==> src/rtl/uart_pkg.sv <==
// Shared constants and FSM state encoding for the UART receive path.
package uart_pkg;

  localparam int unsigned OVERSAMPLE = 16;
  localparam int unsigned MID_TICK   = 7;
  localparam int unsigned LAST_TICK  = 15;

  typedef enum logic [2:0] {
    StIdle,
    StStart,
    StData,
    StPar,
    StStop,
    StBreak
  } rx_state_e;

endpackage

==> src/rtl/uart_rx_sync.sv <==
// Two-flop synchroniser for the asynchronous serial line; resets to the idle (high) level.
module uart_rx_sync (
  input  logic clk,
  input  logic reset_n,
  input  logic d_i,
  output logic q_o
);

  logic meta_q;
  logic sync_q;

  always_ff @(posedge clk or negedge reset_n) begin
    if (!reset_n) begin
      meta_q <= 1'b1;
      sync_q <= 1'b1;
    end else begin
      meta_q <= d_i;
      sync_q <= meta_q;
    end
  end

  assign q_o = sync_q;

endmodule

==> src/rtl/uart_rx.sv <==
// 16x-oversampling UART receiver with a one-entry holding register.
// Define UART_RX_PARITY_EN to add a parity bit (PARITY_ODD selects sense) and parity_err.
module uart_rx
  import uart_pkg::*;
#(
  parameter int unsigned DBIT       = 8,
  parameter int unsigned SB_TICK    = 16,
  parameter int unsigned PARITY_ODD = 0
) (
  input  logic            clk,
  input  logic            reset_n,
  input  logic            rx,
  input  logic            s_tick,
  input  logic            rx_rd,
  output logic [DBIT-1:0] rx_dout,
  output logic            rx_valid,
  output logic            rx_done_tick,
  output logic            frame_err,
`ifdef UART_RX_PARITY_EN
  output logic            parity_err,
`endif
  output logic            overrun_err
);

  // s_cnt must also reach SB_TICK-1 for 1.5/2 stop-bit configurations.
  localparam int unsigned SMax = (SB_TICK > OVERSAMPLE) ? SB_TICK : OVERSAMPLE;
  localparam int unsigned SW   = $clog2(SMax);
  localparam int unsigned NW   = (DBIT > 1) ? $clog2(DBIT) : 1;

  rx_state_e       state_q, state_d;
  logic [SW-1:0]   s_cnt_q, s_cnt_d;
  logic [NW-1:0]   n_cnt_q, n_cnt_d;
  logic [DBIT-1:0] shreg_q, shreg_d;
  logic [DBIT-1:0] rx_dout_q, rx_dout_d;
  logic            rx_valid_q, rx_valid_d;
  logic            done_q, done_d;
  logic            frame_err_q, frame_err_d;
  logic            overrun_q, overrun_d;
  logic            rxs;
  logic            commit;
  logic            stop_bad;

  uart_rx_sync u_sync (
    .clk     (clk),
    .reset_n (reset_n),
    .d_i     (rx),
    .q_o     (rxs)
  );

`ifdef UART_RX_PARITY_EN
  logic par_q, par_d;
  logic par_err_q, par_err_d;
  logic par_bad;
  assign par_bad = ((^shreg_q) ^ par_q) != PARITY_ODD[0];
`else
  logic unused_parity_odd;
  assign unused_parity_odd = PARITY_ODD[0];
`endif

  always_comb begin
    state_d  = state_q;
    s_cnt_d  = s_cnt_q;
    n_cnt_d  = n_cnt_q;
    shreg_d  = shreg_q;
    commit   = 1'b0;
    stop_bad = 1'b0;
`ifdef UART_RX_PARITY_EN
    par_d    = par_q;
`endif
    unique case (state_q)
      StIdle: begin
        if (!rxs) begin
          state_d = StStart;
          s_cnt_d = '0;
        end
      end
      StStart: begin
        if (s_tick) begin
          if (s_cnt_q == SW'(MID_TICK)) begin
            // A start bit that is gone by mid-bit is treated as a glitch.
            if (!rxs) begin
              state_d = StData;
              s_cnt_d = '0;
              n_cnt_d = '0;
            end else begin
              state_d = StIdle;
            end
          end else begin
            s_cnt_d = s_cnt_q + 1'b1;
          end
        end
      end
      StData: begin
        if (s_tick) begin
          if (s_cnt_q == SW'(LAST_TICK)) begin
            shreg_d = {rxs, shreg_q[DBIT-1:1]};
            s_cnt_d = '0;
            if (n_cnt_q == NW'(DBIT - 1)) begin
`ifdef UART_RX_PARITY_EN
              state_d = StPar;
`else
              state_d = StStop;
`endif
            end else begin
              n_cnt_d = n_cnt_q + 1'b1;
            end
          end else begin
            s_cnt_d = s_cnt_q + 1'b1;
          end
        end
      end
      StPar: begin
`ifdef UART_RX_PARITY_EN
        if (s_tick) begin
          if (s_cnt_q == SW'(LAST_TICK)) begin
            par_d   = rxs;
            s_cnt_d = '0;
            state_d = StStop;
          end else begin
            s_cnt_d = s_cnt_q + 1'b1;
          end
        end
`else
        state_d = StIdle;
`endif
      end
      StStop: begin
        if (s_tick) begin
          if (s_cnt_q == SW'(SB_TICK - 1)) begin
            if (rxs) begin
              commit  = 1'b1;
              state_d = StIdle;
            end else begin
              stop_bad = 1'b1;
              state_d  = StBreak;
            end
          end else begin
            s_cnt_d = s_cnt_q + 1'b1;
          end
        end
      end
      StBreak: begin
        // Hold here until the line idles so a stuck-low line cannot retrigger.
        if (rxs) begin
          state_d = StIdle;
        end
      end
      default: state_d = StIdle;
    endcase
  end

  always_comb begin
    rx_dout_d   = commit ? shreg_q : rx_dout_q;
    done_d      = commit;
    rx_valid_d  = rx_valid_q;
    frame_err_d = frame_err_q;
    overrun_d   = overrun_q;
    if (rx_rd) begin
      rx_valid_d  = 1'b0;
      frame_err_d = 1'b0;
      overrun_d   = 1'b0;
    end
    if (commit) begin
      rx_valid_d = 1'b1;
      if (rx_valid_q && !rx_rd) begin
        overrun_d = 1'b1;
      end
    end
    if (stop_bad) begin
      frame_err_d = 1'b1;
    end
  end

`ifdef UART_RX_PARITY_EN
  always_comb begin
    par_err_d = par_err_q;
    if (rx_rd) begin
      par_err_d = 1'b0;
    end
    if (commit && par_bad) begin
      par_err_d = 1'b1;
    end
  end

  always_ff @(posedge clk or negedge reset_n) begin
    if (!reset_n) begin
      par_q     <= 1'b0;
      par_err_q <= 1'b0;
    end else begin
      par_q     <= par_d;
      par_err_q <= par_err_d;
    end
  end

  assign parity_err = par_err_q;
`endif

  always_ff @(posedge clk or negedge reset_n) begin
    if (!reset_n) begin
      state_q     <= StIdle;
      s_cnt_q     <= '0;
      n_cnt_q     <= '0;
      shreg_q     <= '0;
      rx_dout_q   <= '0;
      rx_valid_q  <= 1'b0;
      done_q      <= 1'b0;
      frame_err_q <= 1'b0;
      overrun_q   <= 1'b0;
    end else begin
      state_q     <= state_d;
      s_cnt_q     <= s_cnt_d;
      n_cnt_q     <= n_cnt_d;
      shreg_q     <= shreg_d;
      rx_dout_q   <= rx_dout_d;
      rx_valid_q  <= rx_valid_d;
      done_q      <= done_d;
      frame_err_q <= frame_err_d;
      overrun_q   <= overrun_d;
    end
  end

  assign rx_dout      = rx_dout_q;
  assign rx_valid     = rx_valid_q;
  assign rx_done_tick = done_q;
  assign frame_err    = frame_err_q;
  assign overrun_err  = overrun_q;

endmodule

==> config.mk <==
export PLATFORM = sky130hd
export DESIGN_NAME = uart_rx
export DESIGN_NICKNAME = d
export VERILOG_FILES = /design/src/rtl/uart_pkg.sv /design/src/rtl/uart_rx_sync.sv /design/src/rtl/uart_rx.sv
export SDC_FILE = /design/constraint.sdc
export NUM_CORES = 1
export LEC_CHECK = 0
export ABC_AREA = 0
export BUFFER_PORTS_ARGS = -buffer_cell sky130_fd_sc_hd__buf_2
export CORE_ASPECT_RATIO = 1.2
export CORE_MARGIN = 2
export CORE_UTILIZATION = 51
export DETAILED_ROUTE_END_ITERATION = 10
export PLACE_DENSITY_LB_ADDON = 0.12
export SYNTH_ARGS = -nofsm -noshare
export SYNTH_HDL_FRONTEND = slang
export SYNTH_SLANG_ARGS = --single-unit
==> constraint.sdc <==
create_clock -name clk -period 1.89 [get_ports clk]
set_clock_uncertainty 0.2 [all_clocks]
set_input_delay 0.189 -clock clk [delete_from_list [all_inputs] [get_ports clk]]
set_output_delay 0.189 -clock clk [all_outputs]
set_load 0.01 [all_outputs]
==> impl_metrics.toml, run 1 <==
[status]
outcome = "finished with violations"
violations = "setup timing"

[setup_path]
startpoint = "state_q[2]$_DFFE_PN0P_"
cp_max_fo = 5
max_stage_delay_ps = 450
cp_cell_sequence = "buf_4, nor3b_2, o21ai_2, a21boi_4, o211ai_1, buf_4, mux2_2"
reg2reg_from = "state_q[2]$_DFFE_PN0P_"
worstSetupPathType = "reg2reg"
cp_data_arrival_time_ps = 1920
critPathCaptureType = "register"
required_ps = 1900
setup.worst_path.start_class = "register"
cp_slowest_cell = "dfrtp_2"
cpMostUsedCell = "buf_4"
crit_family = "flip-flops"
path_buf_inv = 2

[synth]
ys_top_cells_by_area = "dfrtp_1, nand2_1, mux2_2"
synth_edf_count = 0
synth_top_area_cell = "dfrtp_1"
ys_warn_count = 0
netlist.area_leader.share_pct = 49.4
netlist_instances = 140
syn_avg_cell_area_sq_um = 10.9
postSynth.asyncResetShare_pct = 100
synth-seq-cells = 32
synth_area_sq_um = 1520
synth_most_common_cell = "nand2_1"
synth_nets = 148
synth_common_cells = "nand2_1, dfrtp_1, mux2_2"
synth.distinct_cells = 40
synth_flop_cell = "dfrtp_1"
yosysSeqAreaShare_pct = 52.8

[placed_design]
postPlaceCellArea_sq_um = 1750
routabilityCongestion = 0.779
place_ws_ps = -50.4
port_buffers = 16
dp_hpwl_um = 2140

[floorplan]
fp.dieH_um = 63.8
die_w_um = 53.8
initial_core_util_pct = 54.1
die_area_sq_um = 3440
rows = 21
core_sq_um = 2810
pin_count = 17

[drt]
ant_nets = 0
num_vias = 1177
drt_iter0_markers = 16
drt_pass1_iterations = 4
wl_um = 2990
wl_per_cell_um = 13.4
route.detailed.drc = 0
vias_per_cell = 5.28

[power_and_ir_drop]
peakVddDrop_v = 0.000766
p_leak_nw = 1.00
p_per_area_nw_per_um2 = 1130

[flow_run]
cap_violations = 0

[clock_tree]
clkSinkCount = 32
cts_max_level = 2
insertion_delay_ps = 320
cts_buffers = 5
clock_path_buffers = 2
cts_tree = "done"
clk_pin_slew_worst_paths_ps = 100
cts-root-buf = "clkbuf_4"

[grt]
grtUsageTotal_pct = 20.6
grt_pass1_vias = 1183
antenna_found_initial = 0
grt_overflow = 0
grt_start_max_net_pins = 33
grt_pass1_wl_um = 5140

[cells_and_area]
drive_above_1_share_pct = 47.6
finalNetCount = 196
finalCoreUtilization_pct = 69.9
syn_to_final_growth_pct = 29.2
fillCellCount = 225
n_antenna_cell = 0
finalInstanceArea_sq_um = 1960

[sta]
fin_setup_tns_ps = -44.7
period_minus_slack_ps = 1910
fmax_mhz = 524
tightest_slew_ps = 686
grt_setup_unrepaired = "true"
holdWs_ps = 159
slew_viol_final = 0
layout_setup_ws_ps = -17.6
setup_violations = 4
hold_viol = 0
relSlewSlack_pct = 54.3
finalCritPeriodShare_pct = 101

[hold_path]
min-delay-start = "u_sync.meta_q$_DFF_PN1_"
min_path_type = "reg2reg"
-- power by group --
part	total (mW)	leakage (nW)	switching (mW)	internal (mW)
registers	0.893	0.429	0.119	0.774
logic	0.921	0.534	0.397	0.524
clock network	0.401	0.0380	0.224	0.177
total	2.21	1.00	0.740	1.47
-- cell families after synthesis --
kind of cell / after synthesis / share of synthesized area, %
muxes: 14 / 10.5
xor gates and xnor gates: 1 / 0.576
adders and majority gates: 4 / 3.21
AOI/OAI and AO/OA: 22 / 10.8
DFF: 32 / 52.8
buffers and inverters: 11 / 3.95
and+or+nand+nor: 56 / 18.2
-- cell type report --
cell class	instances	area [sq um]	share of cell area [%]
multi-input cells	97	718	36.6
well taps	34	42.5	2.17
inverters	6	23.8	1.21
clock buffers	6	51.3	2.61
repair buffers	46	312	15.9
clock inverters	2	10.0	0.510
flip-flops and latches	32	807	41.1
-- timing repair --
item                                   CTS  global route
hold buffers                             3             0
endpoints found under the hold margin   34             0
cloned                                   0             0
pin swaps                                6             6
setup endpoints to repair                7            27
buffers inserted                         3             5
gates resized for setup                 10             9
-- cells in the final DEF, fill, tap and decap left out, drive strengths merged --
cell and instances:
nand2 35, nor2b 1, ha 3, nor3b 2, mux2i 2, dlygate4sd3 3, inv 5, o32ai 1
nor2 7, o21ai 7, a32o 1, dfstp 2, or3b 1, dfrtp 30, maj3 1, a22o 1
clkinv 3, a211oi 2, a32oi 1, nand3 3, a21oi 2, nand4 2, clkbuf 8, buf 41
o21a 1, a21boi 1, mux2 12, and2 1, xor2 1, or2 1, a21o 2, a222oi 1
o211ai 2, nor4b 3
-- per-layer routing --
metal  vias to the layer above  share of wire (%)  GRT usage (%)
met3                         5                3.2           4.91
li1                        584                  -              -
met5                         -                  0              0
met4                         0                1.9           7.69
met2                        15                 51           32.8
met1                       573                 44           26.7
-- sequential cells by signal (all words and copies together) (netlist names), 3 cells and up --
signal / cells
n_cnt_q: 3
rx_dout: 8
s_cnt_q: 4
shreg_q: 8
state_q: 3
-- metrics by stage --
stage	power, mW	instances
6_report	2.21	223
5_1_grt	2.36	223
4_1_cts	2.15	218
3_5_place_dp	1.66	204
3_3_place_gp	1.62	204
2_1_floorplan	1.39	140
-- path summary, 6_finish.rpt --
check	end	slack [ps]	depth (start not counted)
max in group asynchronous	state_q[0]$_DFFE_PN0P_	780	2
min in group asynchronous	s_cnt_q[3]$_DFFE_PN0P_	220	2
worst min-delay path	u_sync.q_o$_DFF_PN1_	160	0
worst max-delay path	state_q[0]$_DFFE_PN0P_	-20	7
worst min register to register	u_sync.q_o$_DFF_PN1_	160	0
worst max register to register	state_q[0]$_DFFE_PN0P_	-20	7
Power figures use the tool's default switching activity.
==> run 2, diff against run 1 <==
Settings changed: GPL_TIMING_DRIVEN set to 0.
==> impl_metrics.toml, run 2 (same netlist as run 1, synthesis figures left out) <==
[status]
outcome = "finished with violations"
violations = "setup timing"

[placed_design]
postPlaceCellArea_sq_um = 1650
dp_hpwl_um = 1980
dp_cells = 190
routabilityCongestion = 0.889
port_buffers = 16
place_ws_ps = -211

[sta]
tightest_slew_ps = 694
slew_viol_final = 0
finalCritPeriodShare_pct = 102
grt_setup_unrepaired = "true"
period_minus_slack_ps = 1930
layout_setup_ws_ps = -44.0
fmax_mhz = 517
hold_viol = 0
setup_violations = 7
relSlewSlack_pct = 53.7

[setup_path]
required_ps = 1950
worstSetupPathType = "reg2reg"
setup.worst_path.start_class = "register"
cp_data_arrival_time_ps = 1990
cp_slowest_cell = "dfrtp_1"
critPathCaptureType = "register"
cp_cell_sequence = "ha_4, nand2_2, o21ai_2, a21boi_4, nor4b_4, buf_4, mux2i_1"
max_stage_delay_ps = 410
cp_max_fo = 4

[power_and_ir_drop]
clkPwrFrac_pct = 24.0
p_int_mw = 1.64
p_leak_nw = 0.983
peakVddDrop_v = 0.000751
p_switching_mw = 0.789
seqPwrFrac_pct = 35.6
total_power_mw = 2.43
p_per_area_nw_per_um2 = 1240
pwr-share-comb_pct = 40.4
switching_share_pct = 32.4

[cells_and_area]
drive_above_1_share_pct = 44.4
finalInstanceArea_sq_um = 1960
multi_input_area_sq_um = 743
fillCellCount = 205
mostFrequentLayoutCell = "nand2_1"
syn_to_final_growth_pct = 29.1
final_cell_mix = "nand2_1, dfrtp_1, buf_2, buf_4, mux2_2"
final_cells = 214
seq_area_sq_um = 805
finalNetCount = 187
n_antenna_cell = 0

[floorplan]
die_w_um = 53.8
die_area_sq_um = 3440
fp.dieH_um = 63.8
initial_core_util_pct = 54.1
pin_count = 17
core_sq_um = 2810
rows = 21

[clock_tree]
clock_path_buffers = 2
cts-root-buf = "clkbuf_4"
cts_max_level = 2
cts_tree = "done"
insertion_delay_ps = 330
cts_buffers = 5
clkSinkCount = 32
clk_pin_slew_worst_paths_ps = 100

[grt]
grt_start_max_net_pins = 33
grt_overflow = 0
antenna_found_initial = 0
grt_pass1_wl_um = 5490
grt_pass1_vias = 1261
grtUsageTotal_pct = 22.4

[drt]
vias_per_cell = 5.64
num_vias = 1208
wl_met1_um = 1250
top_layer_used = "met4"
wl_per_cell_um = 15.0
drt_pass1_iterations = 4
wl_um = 3210
route.met3.wl_um = 177
route.detailed.drc = 0
wl_met2_um = 1640
drt_iter0_markers = 38
ant_nets = 0

[hold_path]
min_path_type = "in2reg"

[flow_run]
cap_violations = 0
## run 2: routing by layer
| layer | track usage, % | up-vias |
|---|---|---|
| met4 | 14.4 | 0 |
| met1 | 24.6 | 587 |
| li1 | - | 560 |
| met3 | 7.24 | 14 |
| met5 | 0 | - |
| met2 | 35.7 | 47 |
## run 2: area by class of cell
class | count | share of cell area (%)
clock buffers | 7 | 3.31
repair buffers | 32 | 10.6
multi-input cells | 97 | 37.9
flip-flops and latches | 32 | 41.0
plain buffers | 5 | 2.17
well taps | 34 | 2.17
clock inverters | 1 | 1.53
inverters | 6 | 1.40
## run 2: worst paths after layout
check | cells after the start | slack [ps] | end | startpoint
max | 7 | -40 | n_cnt_q[2]$_DFFE_PN0P_ | s_cnt_q[1]$_DFFE_PN0P_
min | 3 | 130 | frame_err$_DFFE_PN0P_ | s_tick
max reg2reg | 7 | -40 | n_cnt_q[2]$_DFFE_PN0P_ | s_cnt_q[1]$_DFFE_PN0P_
min reg2reg | 0 | 160 | u_sync.q_o$_DFF_PN1_ | u_sync.meta_q$_DFF_PN1_
max in group asynchronous | 2 | 780 | state_q[1]$_DFFE_PN0P_ | reset_n
min in group asynchronous | 2 | 220 | n_cnt_q[1]$_DFFE_PN0P_ | reset_n
## run 2: power groups by stage
stage	combinational [mW]	sequential [mW]	clock, mW
2_1_floorplan	0.550	0.843	0
3_3_place_gp	0.639	0.860	0
3_5_place_dp	0.670	0.865	0
4_1_cts	0.891	0.860	0.602
5_1_grt	1.08	0.881	0.629
6_report	0.984	0.866	0.583
## run 2: repair_timing
item	4_1_cts	5_1_grt
hold buffers	3	0
gates resized for setup	12	10
pin swaps	7	4
endpoints found under the setup margin	15	28
endpoints found under the hold margin	34	0
buffers inserted	12	1
## run 2: through the flow
step / TNS (ps) / hold WS [ps] / utilization, %
floorplan: -35.8 / -307 / -
global placement: -266 / 60.9 / 58.5
detailed placement: -596 / 77.6 / 58.5
CTS: -117 / 56.2 / 68.2
global route: -1210 / 128 / 69.8
finish: -239 / 132 / 69.8
## run 2: worst max-delay path, delay by kind of cell, from the launching register on
kind	cells	cell delay, ps
mux	1	180
buf+inv	1	180
fa+ha+maj	1	170
simple gates	2	350
compound gates	2	360
flops	1	410
